$ cat src/rtl/heartbeat_pkg.sv
// Shared types and constants for the heartbeat beat scheduler.
// Holds state encoding, LED patterns, rate formula constants and the 7-segment decoder.
package heartbeat_pkg;

   typedef enum logic [2:0] {
      ST_PAUSE = 3'd0,
      ST_BEAT1 = 3'd1,
      ST_GAP1  = 3'd2,
      ST_BEAT2 = 3'd3,
      ST_REST  = 3'd4
   } state_t;

   localparam logic [7:0] LED_BEAT1 = 8'hFF;
   localparam logic [7:0] LED_BEAT2 = 8'h3C;
   localparam logic [7:0] LED_PAUSE = 8'h80;
   localparam logic [7:0] LED_OFF   = 8'h00;

   // period_ms = RATE_BASE_MS - RATE_STEP_MS * sw
   localparam int RATE_BASE_MS = 1000;
   localparam int RATE_STEP_MS = 40;

   function automatic logic [6:0] seg7(input logic [3:0] d);
      case (d)
         4'd0:    seg7 = 7'h3F;
         4'd1:    seg7 = 7'h06;
         4'd2:    seg7 = 7'h5B;
         4'd3:    seg7 = 7'h4F;
         4'd4:    seg7 = 7'h66;
         4'd5:    seg7 = 7'h6D;
         4'd6:    seg7 = 7'h7D;
         4'd7:    seg7 = 7'h07;
         4'd8:    seg7 = 7'h7F;
         4'd9:    seg7 = 7'h6F;
         default: seg7 = 7'h00;
      endcase
   endfunction

   function automatic logic [7:0] led_pattern(input state_t s);
      case (s)
         ST_BEAT1: led_pattern = LED_BEAT1;
         ST_BEAT2: led_pattern = LED_BEAT2;
         ST_PAUSE: led_pattern = LED_PAUSE;
         default:  led_pattern = LED_OFF;
      endcase
   endfunction

endpackage

$ cat src/rtl/key_debounce.sv
// Two-flop synchroniser plus tick-based debouncer for one active-low key.
// press is a one-cycle pulse on an accepted released-to-pressed (1->0) transition.
module key_debounce #(
   parameter int DEBOUNCE_MS = 20
) (
   input  logic clk,
   input  logic rst,
   input  logic tick,
   input  logic key_n,
   output logic level,
   output logic press
);

   logic       r_s1;
   logic       r_s2;
   logic       r_level;
   logic       r_press;
   logic [7:0] r_cnt;

   // Any cycle where the synchronised input agrees with the level restarts the run.
   always_ff @(posedge clk or posedge rst) begin
      if (rst) begin
         r_s1    <= 1'b1;
         r_s2    <= 1'b1;
         r_level <= 1'b1;
         r_press <= 1'b0;
         r_cnt   <= '0;
      end else begin
         r_s1    <= key_n;
         r_s2    <= r_s1;
         r_press <= 1'b0;
         if (r_s2 == r_level) begin
            r_cnt <= '0;
         end else if (tick) begin
            if (r_cnt == 8'(DEBOUNCE_MS - 1)) begin
               r_level <= r_s2;
               r_cnt   <= '0;
               r_press <= r_level;
            end else begin
               r_cnt <= r_cnt + 8'd1;
            end
         end
      end
   end

   assign level = r_level;
   assign press = r_press;

endmodule

$ cat src/rtl/heartbeat_sched.sv
// Lub-dub beat scheduler: prescaler, key handling, beat FSM, BCD beat counter
// and registered LED / 7-segment outputs.
module heartbeat_sched
   import heartbeat_pkg::*;
#(
   parameter int TICK_DIV    = 12000,
   parameter int DEBOUNCE_MS = 20,
   parameter int BEAT_MS     = 100
) (
   input  logic       clk,
   input  logic       rst,
   input  logic [3:0] sw_input,
   input  logic [3:0] key_input,
   output logic [7:0] led,
   output logic [8:0] seg1,
   output logic [8:0] seg2,
   output logic [2:0] o_dbg_state
);

   logic [15:0] r_pre;
   logic        w_tick;
   logic [3:0]  w_level;
   logic [3:0]  w_press;
   logic        w_unused;

   state_t      r_state;
   logic [15:0] r_ms_cnt;
   logic [15:0] r_rest_ms;
   logic        r_running;
   logic        r_pend_run;
   logic        r_pend_step;
   logic [7:0]  r_led;
   logic [3:0]  r_tens;
   logic [3:0]  r_units;
   logic [8:0]  r_seg1;
   logic [8:0]  r_seg2;

   logic        w_end;
   logic        w_run_now;
   logic        w_start;
   logic        w_loop;
   logic        w_enter_beat1;
   logic [15:0] w_rest_new;

   always_ff @(posedge clk or posedge rst) begin
      if (rst)         r_pre <= '0;
      else if (w_tick) r_pre <= '0;
      else             r_pre <= r_pre + 16'd1;
   end
   assign w_tick = (r_pre == 16'(TICK_DIV - 1));

   for (genvar g = 0; g < 4; g++) begin : g_key
      key_debounce #(.DEBOUNCE_MS(DEBOUNCE_MS)) u_deb (
         .clk   (clk),
         .rst   (rst),
         .tick  (w_tick),
         .key_n (key_input[g]),
         .level (w_level[g]),
         .press (w_press[g])
      );
   end
   assign w_unused = ^{w_level, w_press[3]};

   // A key0 press in the same cycle as the end of REST already counts as a pause request.
   always_comb begin
      w_end         = (r_state == ST_REST) ? (r_ms_cnt == r_rest_ms - 16'd1)
                                           : (r_ms_cnt == 16'(BEAT_MS - 1));
      w_run_now     = r_running & ~w_press[0];
      w_start       = (r_state == ST_PAUSE) & w_tick & (r_pend_run | r_pend_step);
      w_loop        = (r_state == ST_REST) & w_tick & w_end & w_run_now;
      w_enter_beat1 = w_start | w_loop;
      w_rest_new    = 16'(RATE_BASE_MS - RATE_STEP_MS * int'(sw_input) - 3 * BEAT_MS);
   end

   always_ff @(posedge clk or posedge rst) begin
      if (rst) begin
         r_state     <= ST_PAUSE;
         r_ms_cnt    <= '0;
         r_rest_ms   <= '0;
         r_running   <= 1'b0;
         r_pend_run  <= 1'b0;
         r_pend_step <= 1'b0;
         r_led       <= LED_PAUSE;
      end else begin
         r_led <= led_pattern(r_state);
         case (r_state)
            ST_PAUSE: begin
               if (w_press[0]) r_pend_run  <= 1'b1;
               if (w_press[2]) r_pend_step <= 1'b1;
               if (w_start) begin
                  r_state     <= ST_BEAT1;
                  r_ms_cnt    <= '0;
                  r_running   <= r_pend_run | w_press[0];
                  r_pend_run  <= 1'b0;
                  r_pend_step <= 1'b0;
               end
            end
            default: begin
               if (w_press[0]) r_running <= 1'b0;
               if (w_tick) begin
                  if (w_end) begin
                     r_ms_cnt <= '0;
                     case (r_state)
                        ST_BEAT1: r_state <= ST_GAP1;
                        ST_GAP1:  r_state <= ST_BEAT2;
                        ST_BEAT2: begin
                           r_state   <= ST_REST;
                           r_rest_ms <= w_rest_new;
                        end
                        default:  r_state <= w_run_now ? ST_BEAT1 : ST_PAUSE;
                     endcase
                  end else begin
                     r_ms_cnt <= r_ms_cnt + 16'd1;
                  end
               end
            end
         endcase
      end
   end

   // Clear has priority over the increment that accompanies a BEAT1 entry.
   always_ff @(posedge clk or posedge rst) begin
      if (rst) begin
         r_tens  <= '0;
         r_units <= '0;
      end else if (w_press[1]) begin
         r_tens  <= '0;
         r_units <= '0;
      end else if (w_enter_beat1) begin
         if (r_units == 4'd9) begin
            r_units <= '0;
            r_tens  <= (r_tens == 4'd9) ? 4'd0 : r_tens + 4'd1;
         end else begin
            r_units <= r_units + 4'd1;
         end
      end
   end

   always_ff @(posedge clk or posedge rst) begin
      if (rst) begin
         r_seg1 <= 9'h03F;
         r_seg2 <= 9'h03F;
      end else begin
         r_seg1 <= {2'b00, seg7(r_tens)};
         r_seg2 <= {2'b00, seg7(r_units)};
      end
   end

   assign led         = r_led;
   assign seg1        = r_seg1;
   assign seg2        = r_seg2;
   assign o_dbg_state = r_state;

endmodule
$ cat config.mk
export PLATFORM = sky130hd
export DESIGN_NAME = heartbeat_sched
export DESIGN_NICKNAME = d
export VERILOG_FILES = /design/src/rtl/heartbeat_pkg.sv /design/src/rtl/key_debounce.sv /design/src/rtl/heartbeat_sched.sv
export SDC_FILE = /design/constraint.sdc
export NUM_CORES = 1
export LEC_CHECK = 0
export CAP_MARGIN = 10
export CORE_ASPECT_RATIO = 0.6
export CORE_UTILIZATION = 40
export CTS_CLUSTER_DIAMETER = 150
export DETAILED_ROUTE_END_ITERATION = 16
export PLACE_DENSITY = 0.61
export SYNTH_ARGS = -nofsm -noshare
export SYNTH_HDL_FRONTEND = slang
export SYNTH_HIERARCHICAL = 1
export SYNTH_SLANG_ARGS = --single-unit
$ cat constraint.sdc
create_clock -name clk -period 7.3 [get_ports clk]
set_input_delay 1.825 -clock clk [delete_from_list [all_inputs] [get_ports clk]]
set_output_delay 1.825 -clock clk [all_outputs]
set_load 0.005 [all_outputs]
* Word-level counts from Yosys, hierarchy flattened *
Memory sizes are Yosys's and may differ from the RTL's. A register that Yosys moved wholly into a read port is not among the register bits.
Index checks and enable logic that the tools add are counted.

storage, ports and cells
  bits in registers = 106
  memory bits (read-only) = 224
  input port bits = 10
  output and inout bits = 29
  word-level logic and storage cells = 134
  memories kept = 2

cells by class
  $add $sub $neg = 10
  multiply operators = 1
  eq/ne operators = 16
  multiplexer cells = 45
  bitwise logic cells = 14
  reductions and logical operators = 21

memory list
  name             words  width  rd ports  clocked after memory_dff  wr ports  RTL line             RTL
  (no name shown)  16     7      1         1                         0         heartbeat_pkg.sv:23  case (d)
  (no name shown)  16     7      1         1                         0         heartbeat_pkg.sv:23

operators by type and width
  cell                    count
  $mux 16                 5
  $mux 8                  9
  $add 16x1->16 const B   2
  $mux 4                  7
  $add 8x1->8 const B     3
  $eq 8x5->1 const B      3
  $pmux 8 s3              1
  $reduce_bool 2->1       10
  $mux 1                  18
  $eq 16x14->1 const B    1
  $eq 16x16->1            1
  $eq 16x7->1 const B     1
  $sub 16x1->16 const B   1
  $mux 3                  4
  $reduce_and 3->1        4
  $sub 11x10->12 const B  1
  $sub 10x10->11 const A  1
  $reduce_and 2->1        5
  $pmux 3 s3              1
  $add 4x1->4 const B     2
  $eq 4x4->1 const B      2
  $mul 3x4->7 const A     1
  $and 1x1->1             6
  $eq 3x2->1 const B      2
  other kinds (8)         16

* Depth between registers and ports, before layout *
  word-level depth = 8
  depth in mapped cells = 11
  gate-level depth less buffers = 10

* Modules after synthesis *
Netlist, hierarchy kept.

modules (own cells, without submodules)
  module           instances  cells each  area each (um^2)  seq. area each (um^2)
  heartbeat_sched  1          514         4698.3            1843.0
  key_debounce     3          54          596.8             304.0

* Worst setup path before layout *
No wires, ideal clock.

  path type = input-to-reg
  from = input port sw_input[1]
  to = register r_rest_ms[9]
  setup time = 0.125 ns
  data arrival time = 3.796 ns
  data required time = 7.175 ns
  slack = 3.378 ns
  stages = 9
  path buffers = 0
  cells stage by stage = ha_1 -> ha_1 -> inv_1 -> fa_1 -> nor2_1 -> xnor2_1 -> o221ai_1 -> xnor2_1 -> mux2_4

on the way
  cells in the longest elaborated chain, start to end = 3

ends and longest elaborated chain
  element               RTL line                RTL
  from (decl)           heartbeat_sched.sv:12   input logic [3:0] sw_input,
  $mul 3x4->7           heartbeat_sched.sv:72   w_rest_new = 16'(RATE_BASE_MS - RATE_STEP_MS * int'(sw_input) - 3 * BEAT_MS);
  $sub 10x10->11        heartbeat_sched.sv:72
  $sub 11x10->12        heartbeat_sched.sv:72
  to (signal assigned)  heartbeat_sched.sv:108  r_rest_ms <= w_rest_new;
  to (decl)             heartbeat_sched.sv:28   logic [15:0] r_rest_ms;

Every way passes these cells.
A chain may end at the register's enable or synchronous reset.

* Worst setup path after layout *
Same ends and word-level chain as after synthesis.

==> impl_metrics.yaml <==
outcome:
  violations: "design-rule violations"
  status: "finished with violations"
placed_design:
  dp_hpwl_mm: 9.73
  post_dp_cell_area_um2: 6930
  gp_congestion: 0.836
  portBuffers: 33
critical_path:
  required_ns: 7.53
  critPathBufInv: 2
  rrSetupSlack_ns: 3.57
  cpLargestDelayFamily: "adder cells"
  cp_max_fo: 7
  crit_cells: 10
  start_kind: "primary input"
  reg2regPathDepth: 10
  endpoint: "r_rest_ms[9]"
  crit_chain: "clkdlybuf4s50_1 > ha_1 > ha_1 > inv_1 > fa_1 > nor2_1 > xnor2_1 > o221ai_1 > xnor2_1 > mux2_4"
  startpoint: "sw_input[1]"
  crit_slowest_cell: "fa_1"
  end_kind: "flip-flop"
  reg2reg_from: "r_rest_ms[2]"
  criticalPathCategory: "primary input to flip-flop"
  slowest_delay_ns: 0.63
  worstPathArrival_ns: 4.66
  regToRegEndpoint: "r_ms_cnt[15]"
timing:
  setup_violations: 0
  rsz0062_at_grt: "no"
  period_minus_slack_ns: 4.43
  fin_skew_ns: 0.0128
  fmax_mhz: 226
  whs_ns: 0.357
  tightest_slew_ns: 1.13
  hold_viol_final: 0
  fin_setup_tns_ns: 0
  period_share_pct: 60.7
  slew_violations: 0
  slew_headroom_pct: 24.8
cells_and_area:
  multi_input_area_um2: 3420
  diodes: 0
  fill_cells: 1445
  nets: 736
  design_area_um2: 7220
  regArea_um2: 2760
  syn_to_final_growth_pct: 11.3
  layout-drive-gt1-share_pct: 13.7
route:
  drc: 1
  vias: 4883
  ant_nets: 0
  avgRoutedWirePerCell_um: 14.7
  dr.pass1.iters: 10
  vias_per_cell: 5.39
  drt_first_iter_violations: 310
  routed_wl_mm: 13.3
global_route:
  grt-ovfl-total: 0
  grt_pass1_wl_mm: 22.8
  grt_max_degree: 74
  grt_use_total_pct: 16.6
  grt_pass1_vias: 4759
  antenna_found_initial: 0
cts:
  cts_buffers: 9
  h-tree-depth: 3
  tritoncts: "yes"
  clock_path_buffers: 2
  cts.clk_slew.worst_paths_ns: 0.08
  root_buffer: "clkbuf_16"
  cts.sinks: 109
  cts.repair.resized: 0
  insertion_delay_ns: 0.35
  post-cts-setup-buffers: 0
  ctsHoldBuffers: 0
synthesis:
  synth_cells: 676
  syn_area_per_cell_um2: 9.60
  yosys_warnings: 6
  async_reset_ff_share_pct: 100
  yosysSeqAreaShare_pct: 42.5
  synthDistinctLibCells: 79
  ys_ff_latch: 109
  ys.flop_type: "dfrtp_1"
  synth_edf_count: 0
  syn_area_um2: 6490
power:
  switching_power_w: 0.000276
  p_per_area_nw_per_um2: 159
  ir_drop_mv: 0.112
  pwr-share-comb_pct: 5.2
  totalPowerFinal_w: 0.00115
  clkPwrFrac_pct: 41.9
  p_seq_share_pct: 53.0
  p_sw_share_pct: 24.0
  p_int_w: 0.000871
  p_leak_nw: 3.03
hold_path:
  hp-start: "g_key[2].u_deb/r_s1"
  hold_depth: 0
  min_path_type: "flip-flop to flip-flop"
floorplan:
  core.rowCount: 35
  start_util_pct: 41.6
  io_pins: 39
  fp.dieW_um: 166
  fp.dieArea_um2: 16800
  coreArea_um2: 15600
  die_h_um: 101
flow_run:
  max-cap-violations: 0
-- flip-flops by register name (all words and copies together) (netlist names), 3 cells and up --
signal / count
r_units: 4
led: 3
r_pre: 16
r_ms_cnt: 16
seg2: 7
g_key.u_deb/level: 3
g_key.u_deb/r_cnt: 24
g_key.u_deb/r_s2: 3
r_tens: 4
r_rest_ms: 10
g_key.u_deb/r_s1: 3
g_key.u_deb/press: 3
seg1: 7
o_dbg_state: 3
-- power groups by stage --
stage	sequential [W]	combinational [W]	clock (W)
floorplan	0.000619	0.0000445	0
global placement	0.000619	0.0000581	0
detailed placement	0.000619	0.0000596	0
CTS	0.000608	0.0000600	0.000497
global route	0.000608	0.0000678	0.000523
finish	0.000608	0.0000591	0.000480
-- cell families (layout without fill, tap and decap cells) --
family | Yosys count | in the layout | synth area share [%]
other | 1 | 4 | 0.0578
adder cells (fa/ha/maj) | 28 | 28 | 5.51
AND/OR/NAND/NOR | 262 | 262 | 21.7
flip-flops | 109 | 109 | 42.5
multiplexers | 24 | 24 | 4.38
buffers and inverters | 67 | 91 | 5.15
XOR/XNOR | 35 | 35 | 4.94
AO/OA/AOI/OAI | 150 | 150 | 15.8
-- worst register-to-register path, stage by stage (launching register included) --
cell and delay (ns):
dfrtp_1 0.44, inv_1 0.10, ha_1 0.20, or3b_2 0.54, o311ai_0 0.39, and3_1 0.26, nor2_1 0.07, o2111a_1 0.24
a311oi_4 1.02, a41oi_1 0.21, a31oi_1 0.18
-- layer usage --
metal  GRT usage, %  share of wire, %  vias up
met1           23.6                52     2385
li1               -                 -     2447
met2           26.5                45       46
met3           3.30               2.3        5
met4           3.63              0.35        0
met5              0                 0        -
-- synth_stat cells (5+ instances only) --
cell | instances | area share [%]
o21a_1 | 7 | 0.81
nand3_1 | 34 | 2.6
clkbuf_1 | 10 | 0.58
a21o_1 | 7 | 0.81
a31oi_1 | 9 | 0.87
o22ai_1 | 7 | 0.67
and2_1 | 5 | 0.48
inv_1 | 38 | 2.2
xnor2_1 | 25 | 3.4
nor2b_1 | 5 | 0.48
a211oi_1 | 5 | 0.58
mux2_2 | 11 | 1.9
dfrtp_1 | 87 | 34
a22o_1 | 5 | 0.67
nand2_1 | 71 | 4.1
nor2_1 | 55 | 3.2
o21ai_0 | 30 | 2.3
buf_4 | 11 | 1.3
mux2_4 | 6 | 1.4
buf_6 | 5 | 0.87
dfstp_2 | 22 | 8.9
a22o_2 | 6 | 0.93
nor3_1 | 16 | 1.2
ha_1 | 27 | 5.2
xor2_1 | 9 | 1.2
or3_1 | 7 | 0.67
a21oi_1 | 39 | 3.0
nor3b_1 | 7 | 0.81
mux2i_1 | 7 | 1.1
nand4_1 | 14 | 1.3
and3_1 | 12 | 1.2
-- cell type report --
class	count	share of cell area (%)
tap	203	3.52
timing repair buffer	37	4.99
clock buffer	10	3.17
sequential	109	38.1
multi-input combinational	503	47.3
inverter	38	1.97
clock inverter	6	0.901
-- how the worst min path moves through the flow --
stage                           to  slack (ns)
6_report       g_key[2].u_deb/r_s2        0.36
5_1_grt        g_key[2].u_deb/r_s2        0.36
4_1_cts        g_key[0].u_deb/r_s2        0.36
3_5_place_dp   g_key[1].u_deb/r_s2        0.35
3_3_place_gp   g_key[1].u_deb/r_s2        0.35
2_1_floorplan  g_key[0].u_deb/r_s2        0.35
-- stage by stage --
stage	worst slack, ns	util [%]	instances
2_1_floorplan	3.38	-	679
5_1_grt	2.74	46.3	906
6_report	2.87	46.3	906
3_3_place_gp	2.63	44.4	890
3_5_place_dp	2.55	44.4	890
4_1_cts	2.90	46.3	906
-- placed cells by master, fill, tap and decap left out, types with 4 or more instances in the layout --
cell / Yosys / layout
nor3_1: 16 / 16
mux2_2: 11 / 11
o21a_1: 7 / 7
ha_1: 27 / 27
and3_1: 12 / 12
nor3b_1: 7 / 7
mux2_4: 6 / 6
a21o_1: 7 / 7
a22o_1: 5 / 5
or2_2: 4 / 4
or3_1: 7 / 7
nand2_1: 71 / 71
a22o_2: 6 / 6
o21ai_0: 30 / 30
dfstp_2: 22 / 22
xor2_1: 9 / 9
dfrtp_1: 87 / 87
clkdlybuf4s50_1: 0 / 33
nor2_1: 55 / 55
xnor2_1: 25 / 25
nand2b_1: 4 / 4
mux2i_1: 7 / 7
and2_1: 5 / 5
a31oi_1: 9 / 9
clkbuf_16: 0 / 9
buf_4: 11 / 4
inv_1: 38 / 37
nand3_1: 34 / 34
o22ai_1: 7 / 7
nand4_1: 14 / 14
conb_1: 1 / 4
nor2b_1: 5 / 5
a211oi_1: 5 / 5
nand4b_1: 4 / 4
a21oi_1: 39 / 39
No activity file was read; power rests on OpenSTA's default activity.
